## src/rtl/udp_tx_pkt_ctrl.sv

```systemverilog
// UDP transmit read-out controller: queues packet lengths, starts the transmitter and feeds it
// FIFO bytes on request. Optional minimum-length padding under `UDP_TX_MIN_LEN_PAD_EN.
module udp_tx_pkt_ctrl #(
  parameter int unsigned LEN_W      = 16,
  parameter int unsigned LENQ_AW    = 2,
  parameter int unsigned GAP_CYCLES = 12,
  parameter int unsigned MIN_LEN    = 18
) (
  input  logic             clk,
  input  logic             rst_n,
  input  logic             len_wr,
  input  logic [LEN_W-1:0] len_in,
  output logic             len_full,
  output logic             fifo_rd_en,
  input  logic [7:0]       fifo_rd_data,
  input  logic             fifo_empty,
  output logic             tx_start_en,
  output logic [LEN_W-1:0] tx_byte_num,
  input  logic             tx_req,
  output logic [7:0]       tx_data,
  input  logic             tx_done,
  output logic             busy,
  output logic             underrun
);

  localparam int unsigned Depth = 2 ** LENQ_AW;
  localparam int unsigned GapW  = $clog2(GAP_CYCLES + 1);

  typedef enum logic [2:0] {StIdle, StStart, StSend, StWaitDone, StDrain, StGap} state_e;

  state_e             state_q;
  logic [LEN_W-1:0]   q_mem [Depth];
  logic [LENQ_AW-1:0] wr_ptr_q, rd_ptr_q;
  logic [LENQ_AW:0]   q_cnt_q;
  logic [LEN_W-1:0]   cur_len_q, out_len_q, byte_cnt_q;
  logic [GapW-1:0]    gap_cnt_q;
  logic               start_q, rd_flag_q, underrun_q;

  logic             push, pop;
  logic [LEN_W-1:0] pop_len, pop_out_len, byte_nxt;
  logic             byte_lt_cur, send_req, send_rd, drain_rd;

  assign len_full    = (q_cnt_q == (LENQ_AW + 1)'(Depth));
  assign push        = len_wr && !len_full;
  assign pop         = (state_q == StIdle) && (q_cnt_q != '0);
  assign pop_len     = q_mem[rd_ptr_q];

`ifdef UDP_TX_MIN_LEN_PAD_EN
  assign pop_out_len = (pop_len < LEN_W'(MIN_LEN)) ? LEN_W'(MIN_LEN) : pop_len;
`else
  assign pop_out_len = pop_len;
`endif

  // byte_cnt stays below out_len while counting, so the increment cannot wrap
  assign byte_nxt    = byte_cnt_q + 1'b1;
  assign byte_lt_cur = (byte_cnt_q < cur_len_q);
  assign send_req    = (state_q == StSend) && tx_req && !tx_done;
  assign send_rd     = send_req && byte_lt_cur && !fifo_empty;
  assign drain_rd    = (state_q == StDrain) && byte_lt_cur && !fifo_empty;

  assign fifo_rd_en  = send_rd || drain_rd;
  assign tx_start_en = start_q;
  assign tx_byte_num = out_len_q;
  assign tx_data     = rd_flag_q ? fifo_rd_data : 8'h00;
  assign busy        = (state_q != StIdle);
  assign underrun    = underrun_q;

  always_ff @(posedge clk or negedge rst_n) begin
    if (!rst_n) begin
      for (int i = 0; i < int'(Depth); i++) q_mem[i] <= '0;
      wr_ptr_q <= '0;
      rd_ptr_q <= '0;
      q_cnt_q  <= '0;
    end else begin
      if (push) begin
        q_mem[wr_ptr_q] <= len_in;
        wr_ptr_q        <= wr_ptr_q + 1'b1;
      end
      if (pop) rd_ptr_q <= rd_ptr_q + 1'b1;
      if (push && !pop)      q_cnt_q <= q_cnt_q + 1'b1;
      else if (!push && pop) q_cnt_q <= q_cnt_q - 1'b1;
    end
  end

  always_ff @(posedge clk or negedge rst_n) begin
    if (!rst_n) begin
      state_q    <= StIdle;
      cur_len_q  <= '0;
      out_len_q  <= '0;
      byte_cnt_q <= '0;
      gap_cnt_q  <= '0;
      start_q    <= 1'b0;
      rd_flag_q  <= 1'b0;
      underrun_q <= 1'b0;
    end else begin
      start_q   <= 1'b0;
      rd_flag_q <= send_rd;
      if (send_req && byte_lt_cur && fifo_empty) underrun_q <= 1'b1;

      unique case (state_q)
        StIdle: begin
          if (pop) begin
            cur_len_q <= pop_len;
            // zero-length entries are dropped without disturbing the transmitter
            if (pop_len != '0) begin
              out_len_q <= pop_out_len;
              start_q   <= 1'b1;
              state_q   <= StStart;
            end
          end
        end
        StStart: begin
          byte_cnt_q <= '0;
          state_q    <= StSend;
        end
        StSend: begin
          if (tx_done) begin
            if (byte_lt_cur) begin
              state_q <= StDrain;
            end else begin
              gap_cnt_q <= GapW'(GAP_CYCLES);
              state_q   <= StGap;
            end
          end else if (tx_req) begin
            byte_cnt_q <= byte_nxt;
            if (byte_nxt == out_len_q) state_q <= StWaitDone;
          end
        end
        StWaitDone: begin
          if (tx_done) begin
            gap_cnt_q <= GapW'(GAP_CYCLES);
            state_q   <= StGap;
          end
        end
        StDrain: begin
          if (drain_rd) begin
            byte_cnt_q <= byte_nxt;
            if (byte_nxt == cur_len_q) begin
              gap_cnt_q <= GapW'(GAP_CYCLES);
              state_q   <= StGap;
            end
          end
        end
        StGap: begin
          if (gap_cnt_q <= GapW'(1)) state_q <= StIdle;
          else gap_cnt_q <= gap_cnt_q - 1'b1;
        end
        default: state_q <= StIdle;
      endcase
    end
  end

endmodule

```

## config.mk

```make
export PLATFORM = sky130hd
export DESIGN_NAME = udp_tx_pkt_ctrl
export DESIGN_NICKNAME = d
export VERILOG_FILES = /design/src/rtl/udp_tx_pkt_ctrl.sv
export SDC_FILE = /design/constraint.sdc
export NUM_CORES = 1
export LEC_CHECK = 0
export ABC_AREA = 1
export BUFFER_PORTS_ARGS = -buffer_cell sky130_fd_sc_hd__buf_4
export CAP_MARGIN = 10
export CORE_ASPECT_RATIO = 0.7
export CORE_MARGIN = 2
export CORE_UTILIZATION = 60
export CTS_CLUSTER_DIAMETER = 200
export CTS_CLUSTER_SIZE = 30
export DETAILED_ROUTE_END_ITERATION = 10
export PLACE_DENSITY = 0.8
export SLEW_MARGIN = 20
export SYNTH_ARGS = -nofsm -noshare
export SYNTH_HDL_FRONTEND = slang
export SYNTH_SLANG_ARGS = --single-unit
```

## constraint.sdc

```tcl
create_clock -name clk -period 4.5 [get_ports clk]
set_input_delay 0.675 -clock clk [delete_from_list [all_inputs] [get_ports clk]]
set_output_delay 0.675 -clock clk [all_outputs]
set_load 0.01 [all_outputs]
```

# Word level (Yosys, flattened, before mapping)
# Index checks and enable logic that the tools add are counted.
[word_totals]
reg_bits = 129
latchBits = 0
ram_bits = 0
romBits = 0
input_bits = 30
output_inout_bits = 29
word_cells = 113
n_memories = 0
[op_classes]
add_sub_neg = 6
mul = 0
div_mod_pow = 0
n_lt_le_gt_ge = 5
eq_ne = 21
shift = 0
n_mux = 34
bitwise_logic = 2
reduce_logical = 30
[op_table]
columns = ["op", "n"]
rows = [
  ["$mux W16", 6],
  ["$bwmux W64", 1],
  ["$pmux W16 S3", 1],
  ["$mux W3", 11],
  ["$bmux W16 S2", 1],
  ["$demux W16 S2", 1],
  ["$eq A16 B16 Y1", 2],
  ["$mux W4", 6],
  ["$ne A2 B2 Y1 const B", 9],
  ["$pmux W3 S6", 1],
  ["$add A16 B1 Y16 const B", 1],
  ["$lt A16 B16 Y1", 1],
  ["$pmux W4 S4", 1],
  ["$reduce_bool A16 Y1", 1],
  ["$logic_and A1 B1 Y1", 12],
  ["$eq A3 B3 Y1 const B", 3],
  ["$reduce_bool A3 Y1", 3],
  ["$mux W8", 1],
  ["$reduce_and A8 Y1", 1],
  ["$reduce_and A7 Y1", 1],
  ["$eq A3 B2 Y1 const B", 2],
  ["$ge A3 B3 Y1 const B", 2],
  ["$not A2 Y3", 2],
  ["$logic_not A1 Y1", 5],
  ["other kinds (18)", 23],
]

# Depth between registers and ports, before layout
[depth]
depth_word = 8
depth_mapped = 16
mapped_depth_nobuf = 16

# Worst setup path after synthesis
# OpenSTA, ideal clock, no wires.
[synth_timing]
path_kind = "reg2out"
start = "register state_q[2]"
end = "output port fifo_rd_en"
arrival_time_ns = 1.650
required_ns = 3.825
setup_slack_ns = 2.175
stages_incl_launch_ff = 10
path_cell_list = "dfrtp_1 nor2_1 inv_2 nor2_1 inv_1 nor2_1 inv_1 nor3_1 inv_1 o21ai_0"
[synth_via]
elab_chain_cells = 6
[synth_rtl]
columns = ["element", "line_no", "text"]
rows = [
  ["start, declared", "31", "state_e state_q;"],
  ["start signal, assigned", "87", "state_q <= StIdle;"],
  ["start signal, assigned", "108", "state_q <= StStart;"],
  ["start signal, assigned", "114", "state_q <= StSend;"],
  ["$eq A3 B2 Y1", "57", "assign send_req = (state_q == StSend) && tx_req && !tx_done;"],
  ["$logic_and A1 B1 Y1 (2 in a row)", "57", ""],
  ["$logic_and A1 B1 Y1 (2 in a row)", "58", "assign send_rd = send_req && byte_lt_cur && !fifo_empty;"],
  ["$logic_or A1 B1 Y1 *", "61", "assign fifo_rd_en = send_rd || drain_rd;"],
  ["end, declared", "14", "output logic fifo_rd_en,"],
]
# Every way passes the cells marked *; elsewhere a longest branch is shown, timed or not.

# Worst setup path after layout
[layout_timing]
start = "register byte_cnt_q[0]"
end = "output port fifo_rd_en"
[layout_via]
elab_chain_cells = 4
[layout_rtl]
columns = ["element", "line_no", "text"]
rows = [
  ["start, declared", "35", "logic [LEN_W-1:0] cur_len_q, out_len_q, byte_cnt_q;"],
  ["start signal, assigned", "125", "byte_cnt_q <= byte_nxt;"],
  ["start signal, assigned", "137", "byte_cnt_q <= byte_nxt;"],
  ["$lt A16 B16 Y1 *", "56", "assign byte_lt_cur = (byte_cnt_q < cur_len_q);"],
  ["$logic_and A1 B1 Y1, on equally long branches (2 in a row)", "58, 59", ""],
  ["$logic_or A1 B1 Y1 *", "61", ""],
]
# Marked as above.

==> flow_results.org <==
** STA
- Ratio of final minimum period to clock period :: slightly below 70%
- Clock skew :: ~0.006 ns
- The count of endpoints failing hold in the final timing report was 0.
- Worst path setup slack after routing :: approximately 1.4 ns
- Max-slew violation count :: 0
- Slew at the pin with the worst max-slew slack :: about 1.1 ns
- Setup-violating endpoint count in the final report :: 0
- Unrepaired setup endpoints after global routing :: false
- The worst pin sits at a relative slew slack of between 20% and 30%.
- On the final layout, the worst hold slack is about 0.4 ns.
- Setup TNS Final :: 0 ns
- Top achievable clock speed :: around 320 MHz
- Final worst path period need :: roughly 3.1 ns

** Placed design
- Number of buffers added on ports :: 58
- Final RePlAce weighted congestion :: roughly 0.91
- Placement-stage cell area :: ~7600 sq um
- Final HPWL DP :: 12140 um
- Timing analysis after detailed placement gives a worst setup slack of roughly 1.6 ns.
- Placed cells :: 1124

** Run
- Max-cap violations in this run came to 0.

** Finish
- The library cell used most frequently in the layout, excluding fill and tap cells, is nand2_1.
- Layout Area Growth over Synthesis :: 15.52%
- Share of the core filled with cells in the final layout :: 70.46%
- With fillers left out, the area of the finished cells amounts to between 8000 and 9000 sq um.
- Once layout is complete, the cells apart from fillers number ~1.2k.
- In the final design database the tool counted 1041 nets.
- Of the cells placed in the final design, the portion with a size suffix greater than 1 is 11.91%.
- In the layout the commonest cells are nand2_1 (289), dfrtp_1 (129), inv_1 (107).
- The layout has 946 filler cells.
- Antenna diode count :: 0

** Drt
- After detailed routing, the average wire length per cell comes to 15.22 um.
- Drt via density :: 5.555
- Wires add up to 17600 um.
- Summing over every cut layer, the via total after detailed routing is 6422.
- The first routing iteration left 628 violations.
- Post-route DRC :: 0
- Iteration count of the initial detailed-routing pass :: 5
- Once detail routing completed, the nets flagged for antenna violations numbered 0.

** Synthesis
- Counting every instance in the synthesized netlist gives ~940.
- Dividing the synthesized area by the synthesized cell count gives about 7.6 sq um.
- Synthesis produced a netlist with a net count of roughly 1000.
- The Yosys step of the flow raised 0 warnings.
- Dominant register cell in the synthesized netlist :: dfrtp_1
- Of the synthesized area, sequential elements account for 45.45%.
- In this run, synthesis inferred 0 flip-flops with an integrated enable.
- For this run, asynchronously set or reset flops after synthesis account for between 90% and 100%.
- The synthesized design contains 129 register bits.
- The synthesized netlist contains 34 unique library cells.
- Synth Cell Area :: approximately 7100 sq um

** Worst setup path
- The setup check on the worst reg-to-reg path leaves a slack of about 1.5 ns.
- By startpoint and endpoint, the worst setup path is classified as flop to primary output.
- Maximum fanout along the worst path :: 4
- Worst reg2reg path endpoint :: tx_byte_num[3]
- Required time reported for the critical path endpoint :: 3.83 ns
- STA classifies the critical path startpoint as a flop.
- Critical Path End Type :: primary output
- Data arrives at the worst endpoint at about 2.4 ns.
- Tracing the worst setup path back leads to its startpoint at byte_cnt_q[0].
- Counting cells, the worst reg-to-reg path comes to 11.
- Last element of the critical path :: fifo_rd_en
- R2R Path Start :: rd_ptr_q[0]

** Clock network
- Root buffer cell :: clkbuf_16
- At the later pin of the worst-skew pair, clock insertion delay measures approximately 0.42 ns.
- Total number of clock tree sinks :: 129
- Number of buffers inserted during clock tree synthesis :: 17
- CTS-repair resized insts :: 0
- Maximum buffer depth of the clock tree :: 2
- Clock tree from TritonCTS :: yes
- Post-CTS clock slew at the launch and capture registers of the worst setup and hold paths :: approximately 0.060 ns
- In this run the number of H-tree levels came out at 4.
- For this design, the CTS-stage hold fixing added 0 buffers.
- Once the clock tree was built, the setup fixing pass inserted 0 buffers.

** Outcome
- The run finished with clean final reports.

** Power and ir drop
- After layout, the design draws a total of between 5 and 6 mW.
- Power spread over the standard cell area amounts to roughly 720 nW/um^2.
- Worst IR drop on VDD :: 0.0004490 V
- Leak pwr :: ~4.2 nW

** Global routing
- Wire length of the first global-routing pass :: about 30000 um
- Largest net degree at the start of global routing :: 76
- The number of global-route vias before repair is 5891.
- Summed over all layers, the global routing overflow is 0.
- Total routing usage reported by global routing :: around 30%
- Initial antenna violation count :: 0

** Hold path
- Class of the most critical hold timing path :: primary input to asynchronous set/reset pin

** Die
- In this run the vertical extent of the chip is between 90 and 100 um.
- Core Area :: 11640 sq um
- Die Footprint :: 12740 sq um
- The floorplan has 33 rows.
- Initial standard-cell utilization of the core :: 60.99%
- Chip Width :: between 100 and 150 um
- Num ports :: 59
## state kept, by name, summed over array words and instances, names as in the netlist
register and count:
cur_len_q 16, tx_byte_num 16, q_cnt_q 3, byte_cnt_q 16, gap_cnt_q 4, rd_ptr_q 2
wr_ptr_q 2, underrun 1, state_q 3, rd_flag_q 1, tx_start_en 1, q_mem 64
## layer usage
| layer | global-route usage (%) | vias to the layer above | wire [um] |
|---|---|---|---|
| li1 | - | 3114 | - |
| met1 | 44.61 | 3031 | 8414 |
| met3 | 6.167 | 25 | 1349 |
| met4 | 8.684 | 0 | 248 |
| met5 | 0 | - | 0 |
| met2 | 43.76 | 252 | 7583 |
## how the worst min path moves through the flow
stage,startpoint,to,slack [ns],cells past startpoint
after CTS,fifo_empty,rd_flag_q,0.41,2
after global placement,q_mem[9],q_mem[9],0.46,2
final,rst_n,q_mem[11],0.40,1
after detailed placement,underrun,underrun,0.46,1
after floorplan,rst_n,byte_cnt_q[0],0.38,0
after global routing,fifo_empty,rd_flag_q,0.42,2
## critical path, cell delays in order, from the launching register on
cell and delay (ns):
dfrtp_1 0.43, inv_1 0.19, ha_1 0.18, inv_1 0.03, a21oi_1 0.11, o21ai_0 0.13, nand2_1 0.08, nand2_1 0.10
nand2_1 0.08, nand2_1 0.13, nor2_1 0.23, inv_1 0.10, o21ai_0 0.09, buf_4 0.15
## logic make-up (layout without fill, tap and decap cells)
| logic type | Yosys count | in the layout | synth area share [%] |
|---|---|---|---|
| and+or+nand+nor | 485 | 485 | 29.14 |
| buffers and inverters | 142 | 205 | 7.875 |
| AOI/OAI and AO/OA | 139 | 139 | 10.24 |
| DFF | 129 | 129 | 45.45 |
| adders and majority gates | 25 | 25 | 4.510 |
| xor gates and xnor gates | 15 | 15 | 2.625 |
| muxes | 1 | 1 | 0.1586 |
## cell type report
| class | instances | area (sq um) | share of cell area [%] |
|---|---|---|---|
| multi-input cells | 665 | 3314 | 40.40 |
| clock buffers | 18 | 439.2 | 5.353 |
| clock inverters | 14 | 140.1 | 1.708 |
| repair buffers | 63 | 473.0 | 5.765 |
| well taps | 157 | 196.4 | 2.394 |
| flip-flops and latches | 129 | 3228 | 39.35 |
| inverters | 110 | 412.9 | 5.033 |
## Yosys cell counts, types with 2 or more instances
master	count	area [sq um]
nand2_1	289	1085
dfrtp_1	129	3228
inv_1	107	401.6
o21ai_0	105	525.5
nand3_1	99	495.5
nor2_1	55	206.5
ha_1	24	300.3
clkbuf_1	18	67.56
nand4_1	16	100.1
a21oi_1	12	60.06
buf_2	12	60.06
o21ai_1	12	60.06
nor3_1	9	45.04
xor2_1	9	78.83
nor2_2	6	37.54
nand2_2	4	25.02
xnor3_1	4	90.09
inv_2	3	11.26
nand2_4	3	33.78
a21oi_2	2	17.52
a22oi_1	2	15.01
nor2_4	2	22.52
o31ai_1	2	15.01
xnor2_1	2	17.52
## power by group
group / internal [mW] / switching (mW)
Combinational: 0.908 / 1.54
Sequential: 1.66 / 0.437
Clock: 0.827 / 0.534
Total: 3.39 / 2.51
No activity file was read; power rests on OpenSTA's default activity.
